--- src/rtl/simplerisc_pkg.sv ---
// Shared SimpleRISC definitions used by the fetch front end.
package simplerisc_pkg;

  localparam int XLEN       = 32;
  localparam int INST_BYTES = 4;

  typedef enum logic {
    RUN   = 1'b0,
    FLUSH = 1'b1
  } fetch_state_t;

endpackage

--- src/rtl/fetch_unit_if.sv ---
// Memory request/response and instruction hand-off bundle of the fetch unit.
interface fetch_unit_if;
  import simplerisc_pkg::*;

  logic            mem_req_valid;
  logic            mem_req_ready;
  logic [XLEN-1:0] mem_req_addr;
  logic            mem_rsp_valid;
  logic [XLEN-1:0] mem_rsp_data;
  logic            inst_valid;
  logic            inst_ready;
  logic [XLEN-1:0] inst_data;
  logic [XLEN-1:0] inst_pc;

  modport master (
    output mem_req_valid, mem_req_addr,
    input  mem_req_ready, mem_rsp_valid, mem_rsp_data,
    output inst_valid, inst_data, inst_pc,
    input  inst_ready
  );

  modport slave (
    input  mem_req_valid, mem_req_addr,
    output mem_req_ready, mem_rsp_valid, mem_rsp_data,
    input  inst_valid, inst_data, inst_pc,
    output inst_ready
  );

endinterface

--- src/rtl/fetch_fifo.sv ---
// Registered instruction queue holding {pc, word} pairs, with a synchronous flush.
module fetch_fifo
  import simplerisc_pkg::*;
#(
  parameter int DEPTH = 4,
  parameter int WIDTH = 2 * XLEN,
  localparam int PW   = $clog2(DEPTH),
  localparam int CW   = $clog2(DEPTH + 1)
) (
  input  logic             clk,
  input  logic             reset,
  input  logic             push_i,
  input  logic [WIDTH-1:0] push_data_i,
  input  logic             pop_i,
  input  logic             flush_i,
  output logic [WIDTH-1:0] head_o,
  output logic [CW-1:0]    count_o,
  output logic             empty_o,
  output logic             full_o
);

  logic [WIDTH-1:0] mem_q [DEPTH];
  logic [PW-1:0]    wr_ptr_q;
  logic [PW-1:0]    rd_ptr_q;
  logic [CW-1:0]    count_q;
  logic             do_push;
  logic             do_pop;

  assign empty_o = (count_q == '0);
  assign full_o  = (count_q == CW'(DEPTH));
  assign count_o = count_q;
  assign head_o  = mem_q[rd_ptr_q];
  assign do_push = push_i && !full_o && !flush_i;
  assign do_pop  = pop_i && !empty_o && !flush_i;

  // DEPTH is a power of two, so the pointers wrap naturally at their width.
  always_ff @(posedge clk or negedge reset) begin
    if (!reset) begin
      wr_ptr_q <= '0;
      rd_ptr_q <= '0;
      count_q  <= '0;
    end else if (flush_i) begin
      wr_ptr_q <= '0;
      rd_ptr_q <= '0;
      count_q  <= '0;
    end else begin
      if (do_push) wr_ptr_q <= wr_ptr_q + 1'b1;
      if (do_pop)  rd_ptr_q <= rd_ptr_q + 1'b1;
      count_q <= count_q + CW'(do_push) - CW'(do_pop);
    end
  end

  always_ff @(posedge clk) begin
    if (do_push) mem_q[wr_ptr_q] <= push_data_i;
  end

endmodule

--- src/rtl/fetch_unit.sv ---
// In-order instruction fetch front end with credit-limited requests and redirect flush.
module fetch_unit
  import simplerisc_pkg::*;
#(
  parameter int              DEPTH    = 4,
  parameter logic [XLEN-1:0] RESET_PC = 32'h0000_0000
) (
  input  logic            clk,
  input  logic            reset,
  input  logic            redirect_valid,
  input  logic [XLEN-1:0] redirect_pc,
  input  logic            halt,
  fetch_unit_if.master    bus
);

  localparam int CW = $clog2(DEPTH + 1);

  fetch_state_t    state_q, state_d;
  logic [XLEN-1:0] fetch_pc_q, fetch_pc_d;
  logic [XLEN-1:0] rsp_pc_q, rsp_pc_d;
  logic [CW-1:0]   outstanding_q, outstanding_d;
  logic [CW-1:0]   drop_cnt_q, drop_cnt_d;

  logic [2*XLEN-1:0] fifo_head;
  logic [CW-1:0]     fifo_count;
  logic              fifo_empty;
  logic              fifo_full;
  logic              fifo_push;
  logic              fifo_pop;

  logic            req_valid;
  logic            issue;
  logic            rsp_dec;
  logic            credit_ok;
  logic [CW:0]     in_use;
  logic [XLEN-1:0] redirect_target;

  assign redirect_target = redirect_pc & ~XLEN'(3);
  assign in_use          = {1'b0, fifo_count} + {1'b0, outstanding_q};
  assign credit_ok       = in_use < (CW + 1)'(DEPTH);
  // Gated by reset so no request is presented while the unit is held in reset.
  assign req_valid = reset && (state_q == RUN) && !halt && !redirect_valid && credit_ok;
  assign issue     = req_valid && bus.mem_req_ready;
  assign rsp_dec   = bus.mem_rsp_valid && (outstanding_q != '0);
  assign fifo_pop  = bus.inst_ready && !fifo_empty && !redirect_valid;

  always_comb begin
    state_d       = state_q;
    fetch_pc_d    = fetch_pc_q;
    rsp_pc_d      = rsp_pc_q;
    drop_cnt_d    = drop_cnt_q;
    fifo_push     = 1'b0;
    outstanding_d = outstanding_q + CW'(issue) - CW'(rsp_dec);

    if (redirect_valid) begin
      fetch_pc_d = redirect_target;
      rsp_pc_d   = redirect_target;
      drop_cnt_d = outstanding_q - CW'(rsp_dec);
      state_d    = (drop_cnt_d != '0) ? FLUSH : RUN;
    end else begin
      case (state_q)
        RUN: begin
          if (issue) fetch_pc_d = fetch_pc_q + XLEN'(INST_BYTES);
          if (bus.mem_rsp_valid && !fifo_full) begin
            fifo_push = 1'b1;
            rsp_pc_d  = rsp_pc_q + XLEN'(INST_BYTES);
          end
        end
        FLUSH: begin
          if (rsp_dec) begin
            drop_cnt_d = drop_cnt_q - CW'(1);
            if (drop_cnt_q == CW'(1)) state_d = RUN;
          end
        end
        default: state_d = RUN;
      endcase
    end
  end

  always_ff @(posedge clk or negedge reset) begin
    if (!reset) begin
      state_q       <= RUN;
      fetch_pc_q    <= RESET_PC;
      rsp_pc_q      <= RESET_PC;
      outstanding_q <= '0;
      drop_cnt_q    <= '0;
    end else begin
      state_q       <= state_d;
      fetch_pc_q    <= fetch_pc_d;
      rsp_pc_q      <= rsp_pc_d;
      outstanding_q <= outstanding_d;
      drop_cnt_q    <= drop_cnt_d;
    end
  end

  fetch_fifo #(
    .DEPTH (DEPTH),
    .WIDTH (2 * XLEN)
  ) u_fifo (
    .clk         (clk),
    .reset       (reset),
    .push_i      (fifo_push),
    .push_data_i ({rsp_pc_q, bus.mem_rsp_data}),
    .pop_i       (fifo_pop),
    .flush_i     (redirect_valid),
    .head_o      (fifo_head),
    .count_o     (fifo_count),
    .empty_o     (fifo_empty),
    .full_o      (fifo_full)
  );

  assign bus.mem_req_valid = req_valid;
  assign bus.mem_req_addr  = fetch_pc_q;
  assign bus.inst_valid    = !fifo_empty;
  assign bus.inst_data     = fifo_empty ? '0 : fifo_head[XLEN-1:0];
  assign bus.inst_pc       = fifo_empty ? '0 : fifo_head[2*XLEN-1:XLEN];

endmodule

--- src/flat_wrapper.sv ---
// flat-port wrapper written by rule: the top's interface ports become plain ports
module fetch_unit_flat import simplerisc_pkg::*;
#(
  parameter int              DEPTH    = 4,
  parameter logic [XLEN-1:0] RESET_PC = 32'h0000_0000
)
  (clk, reset, redirect_valid, redirect_pc, halt, bus_mem_req_valid, bus_mem_req_addr, bus_mem_req_ready, bus_mem_rsp_valid, bus_mem_rsp_data, bus_inst_valid, bus_inst_data, bus_inst_pc, bus_inst_ready);
  fetch_unit_if bus_i ();
  input  logic clk;
  input  logic reset;
  input  logic redirect_valid;
  input  logic [XLEN-1:0] redirect_pc;
  input  logic halt;
  output wire logic [$bits(bus_i.mem_req_valid)-1:0] bus_mem_req_valid;
  output wire logic [$bits(bus_i.mem_req_addr)-1:0] bus_mem_req_addr;
  input wire logic [$bits(bus_i.mem_req_ready)-1:0] bus_mem_req_ready;
  input wire logic [$bits(bus_i.mem_rsp_valid)-1:0] bus_mem_rsp_valid;
  input wire logic [$bits(bus_i.mem_rsp_data)-1:0] bus_mem_rsp_data;
  output wire logic [$bits(bus_i.inst_valid)-1:0] bus_inst_valid;
  output wire logic [$bits(bus_i.inst_data)-1:0] bus_inst_data;
  output wire logic [$bits(bus_i.inst_pc)-1:0] bus_inst_pc;
  input wire logic [$bits(bus_i.inst_ready)-1:0] bus_inst_ready;
  assign bus_mem_req_valid = bus_i.mem_req_valid;
  assign bus_mem_req_addr = bus_i.mem_req_addr;
  assign bus_i.mem_req_ready = bus_mem_req_ready;
  assign bus_i.mem_rsp_valid = bus_mem_rsp_valid;
  assign bus_i.mem_rsp_data = bus_mem_rsp_data;
  assign bus_inst_valid = bus_i.inst_valid;
  assign bus_inst_data = bus_i.inst_data;
  assign bus_inst_pc = bus_i.inst_pc;
  assign bus_i.inst_ready = bus_inst_ready;
  fetch_unit #(.DEPTH(DEPTH), .RESET_PC(RESET_PC)) u_core (.clk(clk), .reset(reset), .redirect_valid(redirect_valid), .redirect_pc(redirect_pc), .halt(halt), .bus(bus_i));
endmodule
--- config.mk ---
export PLATFORM = sky130hd
export DESIGN_NAME = fetch_unit_flat
export DESIGN_NICKNAME = d
export VERILOG_FILES = /design/src/rtl/simplerisc_pkg.sv /design/src/rtl/fetch_unit_if.sv /design/src/rtl/fetch_fifo.sv /design/src/rtl/fetch_unit.sv /design/src/flat_wrapper.sv
export SDC_FILE = /design/constraint.sdc
export NUM_CORES = 1
export LEC_CHECK = 0
export CORE_MARGIN = 3
export CORE_UTILIZATION = 50
export DETAILED_ROUTE_END_ITERATION = 10
export PLACE_DENSITY = 0.84
export SETUP_SLACK_MARGIN = 0.2
export SKIP_CTS_REPAIR_TIMING = 1
export SLEW_MARGIN = 10
export SYNTH_ARGS = -nofsm -noshare
export SYNTH_HDL_FRONTEND = slang
export SYNTH_HIERARCHICAL = 1
export SYNTH_SLANG_ARGS = --single-unit
--- constraint.sdc ---
create_clock -name clk -period 4.2 [get_ports clk]
set_clock_uncertainty 0.05 [all_clocks]
set_input_delay 1.05 -clock clk [delete_from_list [all_inputs] [get_ports clk]]
set_output_delay 1.05 -clock clk [all_outputs]
set_load 0.1 [all_outputs]
Word-level counts from Yosys, hierarchy flattened
Memories as Yosys holds them, arrays and structs flattened.
Cells that the tools add are included.
Storage, ports and cells
  bits in registers: 78
  bits in writable memories: 256
  input port bits: 71
  output and inout bits: 98
  word-level logic and storage cells: 80
  memories kept: 1
Memories
  u_core.u_fifo.mem_q: words 4, width 64, rd ports 1, clocked after memory_dff 0, wr ports 1, line fetch_fifo.sv:22  | logic [WIDTH-1:0] mem_q [DEPTH];
Operators by class
  $add $sub $neg: 11
  magnitude comparators: 1
  eq/ne operators: 3
  mux-type cells: 26
  bitwise gates (word level): 1
  reduce and logical (&&, ||, !) cells: 29
Operator list (count)
  $mux W32: 8
  $add A32 B3 Y32 const B: 2
  $logic_and A1 B1 Y1: 13
  $mux W3: 4
  $reduce_bool A2 Y1: 6
  $mux W1: 10
  $sub A3 B1 Y3: 3
  $mux W2: 4
  $add A3 B1 Y3: 2
  $reduce_and A2 Y1: 3
  $reduce_bool A3 Y1: 2
  $add A2 B1 Y2 const B: 2
  $add A3 B3 Y4: 1
  $logic_not A1 Y1: 4
  $lt A4 B3 Y1 const B: 1
  $eq A3 B1 Y1 const B: 1
  $eq A3 B3 Y1 const B: 1
  $logic_not A3 Y1: 1
  $sub A3 B1 Y3 const B: 1
  $ne A2 B2 Y1 const B: 1
  $not A1 Y1: 1

Longest topological paths before layout
  word-level depth: 11
  gate-level depth with buffers: 14

Cells and area by module
The synthesis kept the hierarchy.
By module, submodules not included
  fetch_fifo: instances 1, cells each 381, area each 9696.8 sq um, seq. area each 7862.5 sq um
  fetch_unit: instances 1, cells each 488, area each 4513.1 sq um, seq. area each 1676.6 sq um

Least setup slack after synthesis
No wires, ideal clock.
  path kind: input to register
  start point: in bus_mem_rsp_valid
  end point: mem u_core/u_fifo/mem_q[1][0] in the netlist's numbering, enable pin
  arrival time: 3.539 ns
  path slack: 0.183 ns
  cell stages on the path: 6
  buffers on the path: 1
  cell sequence: or3b_1 -> buf_2 -> nor2_1 -> inv_1 -> nor3_1 -> and2_1
On the way
  cells in the longest elaborated chain, start to end: 8
RTL lines
  start: declaration: line flat_wrapper.sv:17  | input wire logic [$bits(bus_i.mem_rsp_valid)-1:0] bus_mem_rsp_valid;
  $logic_and A1 B1 Y1: line fetch_unit.sv:64  | if (bus.mem_rsp_valid && !fifo_full) begin
  $mux W1: line fetch_unit.sv:64
  $mux W1: line fetch_unit.sv:61  | case (state_q)
  $mux W1: line fetch_unit.sv:55  | if (redirect_valid) begin
  named net u_core.fifo_push: line fetch_unit.sv:28  | logic fifo_push;
  $logic_and A1 B1 Y1 (2 in a row): line fetch_fifo.sv:33  | assign do_push = push_i && !full_o && !flush_i;
  $mux W1: line fetch_fifo.sv:54  | if (do_push) mem_q[wr_ptr_q] <= push_data_i;
  $mux W1 (not written as such): line fetch_fifo.sv:54
  end: declaration: line fetch_fifo.sv:22
The timed path passes the listed nets, and every way through them passes these cells.

Worst setup path after layout
  start point: reg u_core.u_fifo.rd_ptr_q[0]
  end point: out bus_inst_data[16]
On the way
  cells in the longest elaborated chain, start to end: 2
RTL lines
  start: declaration: line fetch_fifo.sv:24  | logic [PW-1:0] rd_ptr_q;
  start signal: assignment: line fetch_fifo.sv:48  | if (do_pop) rd_ptr_q <= rd_ptr_q + 1'b1;
  $mem_v2 Z4 W64
  named net u_core.fifo_head[16]: line fetch_unit.sv:24  | logic [2*XLEN-1:0] fifo_head;
  $mux W32: line fetch_unit.sv:115  | assign bus.inst_data = fifo_empty ? '0 : fifo_head[XLEN-1:0];
  end: declaration: line flat_wrapper.sv:20  | output wire logic [$bits(bus_i.inst_data)-1:0] bus_inst_data;
The timed path passes the listed nets, and every way through them passes these cells.

==> results_tabular.tex <==
\begin{tabular}{lr}
\hline
Metric & Value \\
\hline
\multicolumn{2}{l}{\textbf{Power and ir drop}} \\
\quad Sw Share & 25.66\% \\
\quad Static leakage & 0.006031 uW \\
\quad Net switching component of the power & 2030 uW \\
\quad Max IR drop VDD & 321.7 uV \\
\quad Portion of total power attributed to the clock network & 39.0\% \\
\quad Power density over the cells & 454.4 nW/um\^{}2 \\
\quad Combinational fraction of design power & 12.7\% \\
\quad Int Power & 5883 uW \\
\quad Sequential fraction of design power & 48.3\% \\
\multicolumn{2}{l}{\textbf{Routing}} \\
\quad Residual DRC count & 0 \\
\quad Vias per cell & 5.635 \\
\quad Via count & 8199 \\
\quad Number of nets with antenna violations after routing & 0 \\
\quad DRC marker count from the first detailed-route iteration & 696 \\
\quad Wire length per cell & 20.51 um \\
\quad Pre-antenna DRT Iters & 6 \\
\quad Post-detailed-routing wire length & 29.84 mm \\
\multicolumn{2}{l}{\textbf{Finish}} \\
\quad Layout cell share with drive strength beyond 1 & 21.82\% \\
\quad \# diodes & 0 \\
\quad Utilization after layout & 62.34\% \\
\quad P\&R area growth vs syn & 22.56\% \\
\quad Count of nets after finishing & 1144 \\
\multicolumn{2}{l}{\textbf{Synth}} \\
\quad Dominant cell type by area after synthesis & sky130\_fd\_sc\_hd\_\_edfxtp\_1 \\
\quad Area fraction of the dominant cell type after synthesis & 54.10\% \\
\quad Primary FF master, synth & sky130\_fd\_sc\_hd\_\_edfxtp\_1 \\
\quad Most instantiated library cell after synthesis & sky130\_fd\_sc\_hd\_\_edfxtp\_1 \\
\quad Netlist cell types & 60 \\
\quad Cells taking the most area after synthesis & sky130\_fd\_sc\_hd\_\_edfxtp\_1 (54\%), sky130\_fd\_sc\_hd\_\_dfrtp\_1 (13\%), sky130\_fd\_sc\_hd\_\_mux4\_2 (10\%) \\
\quad Ys async rst share & 22.42\% \\
\quad Cell count after synthesis & 869 \\
\quad Synthesized area divided by synthesized cell count & 16.35 sq um \\
\quad Proportion of synthesized chip area in sequential cells & 67.13\% \\
\quad Cell area after synthesis & 14210 sq um \\
\quad Count of state elements after synthesis & 330 \\
\quad Synthesis Warnings & 6 \\
\quad Most numerous cell types in the synthesized netlist & sky130\_fd\_sc\_hd\_\_edfxtp\_1 (256), sky130\_fd\_sc\_hd\_\_dfrtp\_1 (74), sky130\_fd\_sc\_hd\_\_nor2b\_1 (66) \\
\quad EDFF count, synth & 256 \\
\multicolumn{2}{l}{\textbf{Worst setup path}} \\
\quad Worst EP required & 3.10 ns \\
\quad Launch point of the worst path & u\_core/u\_fifo/rd\_ptr\_q[0] \\
\quad Largest fanout on the critical path & 30 \\
\quad Element type at the critical path start & flop \\
\quad Arrival time of data at the critical path endpoint & 2.61 ns \\
\quad Kind of critical path & reg -> out \\
\quad Endpoint class of the critical path & primary output \\
\quad R2R Path Start & u\_core/u\_fifo/count\_o[1] \\
\multicolumn{2}{l}{\textbf{Clock tree}} \\
\quad Clock latency at the later pin of the worst-skew pair & 0.51 ns \\
\quad CTS H-Tree Depth & 2 \\
\quad Number of clock buffers inserted by TritonCTS & 35 \\
\quad Clock root cell & sky130\_fd\_sc\_hd\_\_clkbuf\_16 \\
\quad Largest buffer count on any clock path & 3 \\
\quad Clk sinks & 330 \\
\quad Clock tree from TritonCTS & done \\
\quad Clk slew on worst S/H paths & 0.06 ns \\
\multicolumn{2}{l}{\textbf{STA}} \\
\quad Top achievable clock speed & 269.5 MHz \\
\quad Count of final hold-check violations & 0 \\
\quad RSZ-0062 raised after global routing & no \\
\quad Slew headroom & 31.99\% \\
\quad Final TNS setup & 0 ns \\
\quad Total setup violations reported at the end of the flow & 0 \\
\quad Final Max Tran Viols & 0 \\
\quad Measured slew at the worst slew-check pin & 1.012 ns \\
\quad Min Clock Period, post-route & 3.710 ns \\
\quad Final period util & 88.33\% \\
\multicolumn{2}{l}{\textbf{GRT}} \\
\quad Antenna violations before repair & 0 \\
\quad Global routing usage summed across all routing layers & 19.67\% \\
\quad Pin count of the biggest net entering global routing & 66 \\
\quad Via count of the first global-routing pass & 8465 \\
\quad Global-route wire length before repair & 47.24 mm \\
\quad Gr ovfl total & 0 \\
\multicolumn{2}{l}{\textbf{Die}} \\
\quad Area of the placeable core & 27930 sq um \\
\quad Die height & 174.6 um \\
\quad Number of top-level design ports & 169 \\
\quad Starting density of the core & 50.87\% \\
\quad Core Rows & 61 \\
\quad Die Area & 30480 sq um \\
\quad DIE WIDTH & 174.6 um \\
\multicolumn{2}{l}{\textbf{Hold path}} \\
\quad Critical hold path startpoint & u\_core/rsp\_pc\_q[6] \\
\quad Tightest Hold Check Type & reg -> reg \\
\multicolumn{2}{l}{\textbf{Placement}} \\
\quad \# port buffers & 164 \\
\quad HPWL after detailed placement & 18.80 mm \\
\quad RD Place Congestion & 0.8894 \\
\multicolumn{2}{l}{\textbf{Run}} \\
\quad Max-cap check violation count & 0 \\
\multicolumn{2}{l}{\textbf{Run status}} \\
\quad Run status & finished, final reports clean \\
\hline
\end{tabular}
per-layer routing:
layer	share of wire [%]	global-route usage (%)	wire, um
met1	44	28.34	13010
met3	6.9	3.977	2063
met4	2.4	5.419	716
met2	47	31.11	14050
met5	0	0	0
metrics by stage:
stage                     instances  instance area, sq um  setup slack (ns)  power [uW]  hold WS (ns)
after CTS                      1455                 17420            0.4153        7978        0.5144
after global routing           1455                 17420            0.3411        8205        0.5368
after detailed placement       1396                 16260            0.3909        4889        0.4972
after global placement         1396                 16260            0.4400        4857        0.4768
final                          1455                 17420            0.4900        7913        0.5133
after floorplan                 878                 14250            0.3969        4552        0.4342
flip-flops by register name, summed over array words and instances, names as in the netlist:
name                     flops
u_core/u_fifo/wr_ptr_q       2
u_core/rsp_pc_q             30
u_core/u_fifo/rd_ptr_q       2
u_core/u_fifo/count_o        3
u_core/u_fifo/mem_q        256
u_core/state_q               1
u_core/drop_cnt_q            3
u_core/outstanding_q         3
u_core/bus.mem_req_addr     30
placed cells by master (no fill, tap or decap), drive strengths merged, types with 3 or more instances in the layout:
cell type and n:
nor3 8, xnor2 29, and3 19, xor2 30, nand3 26, clkdlybuf4s50 97
a31oi 5, clkbuf 49, a21oi 12, nand4 27, nor2b 66, and4 5
nor4 6, clkinvlp 3, ha 16, edfxtp 256, conb 10, a21boi 23
inv 20, nand2b 14, buf 86, or3 3, and2 10, o21ai 12
mux4 64, bufinv 4, mux2 14, dfrtp 74, nand2 34, nor2 28
path summary, 6_finish.rpt:
kind	end	slack [ns]	cells past startpoint
setup / recovery	bus_inst_data[16]	0.49	4
hold / removal	u_core/u_fifo/mem_q[2][38]	0.51	0
setup reg to reg	u_core/outstanding_q[2]	1.16	10
hold reg to reg	u_core/u_fifo/mem_q[2][38]	0.51	0
max in group asynchronous	u_core/rsp_pc_q[4]	2.55	3
min in group asynchronous	u_core/bus.mem_req_addr[22]	0.60	2
power groups by stage:
stage	clock, uW	sequential (uW)	combinational (uW)
3_5_place_dp	0	3880	1010
4_1_cts	3140	3820	1010
6_report	3080	3820	1010
5_1_grt	3280	3840	1080
2_1_floorplan	0	4040	516
3_3_place_gp	0	3870	984
critical path, stage by stage, from the launching register on:
cell and delay (ns):
sky130_fd_sc_hd__dfrtp_4 0.84, sky130_fd_sc_hd__buf_12 0.28, sky130_fd_sc_hd__mux4_2 0.52, sky130_fd_sc_hd__nor2b_1 0.17, sky130_fd_sc_hd__buf_4 0.25
kinds of logic after synthesis:
logic type / count (synthesis) / share of synthesized area, %
flip-flops: 330 / 67.13
buffers and inverters: 61 / 2.210
AO/OA/AOI/OAI: 66 / 3.099
other: 1 / 0.02639
multiplexers: 79 / 11.32
adder cells (fa/ha/maj): 18 / 1.691
AND/OR/NAND/NOR: 255 / 10.88
XOR/XNOR: 59 / 3.636
layout make-up:
class	instances	area (sq um)
repair buffers	183	1764
clock inverters	10	178.9
clock buffers	49	979.7
fillers	2028	10520
flip-flops and latches	330	9544
well taps	378	473.0
inverters	18	70.07
multi-input cells	487	4405
No activity file was read; power rests on OpenSTA's default activity.
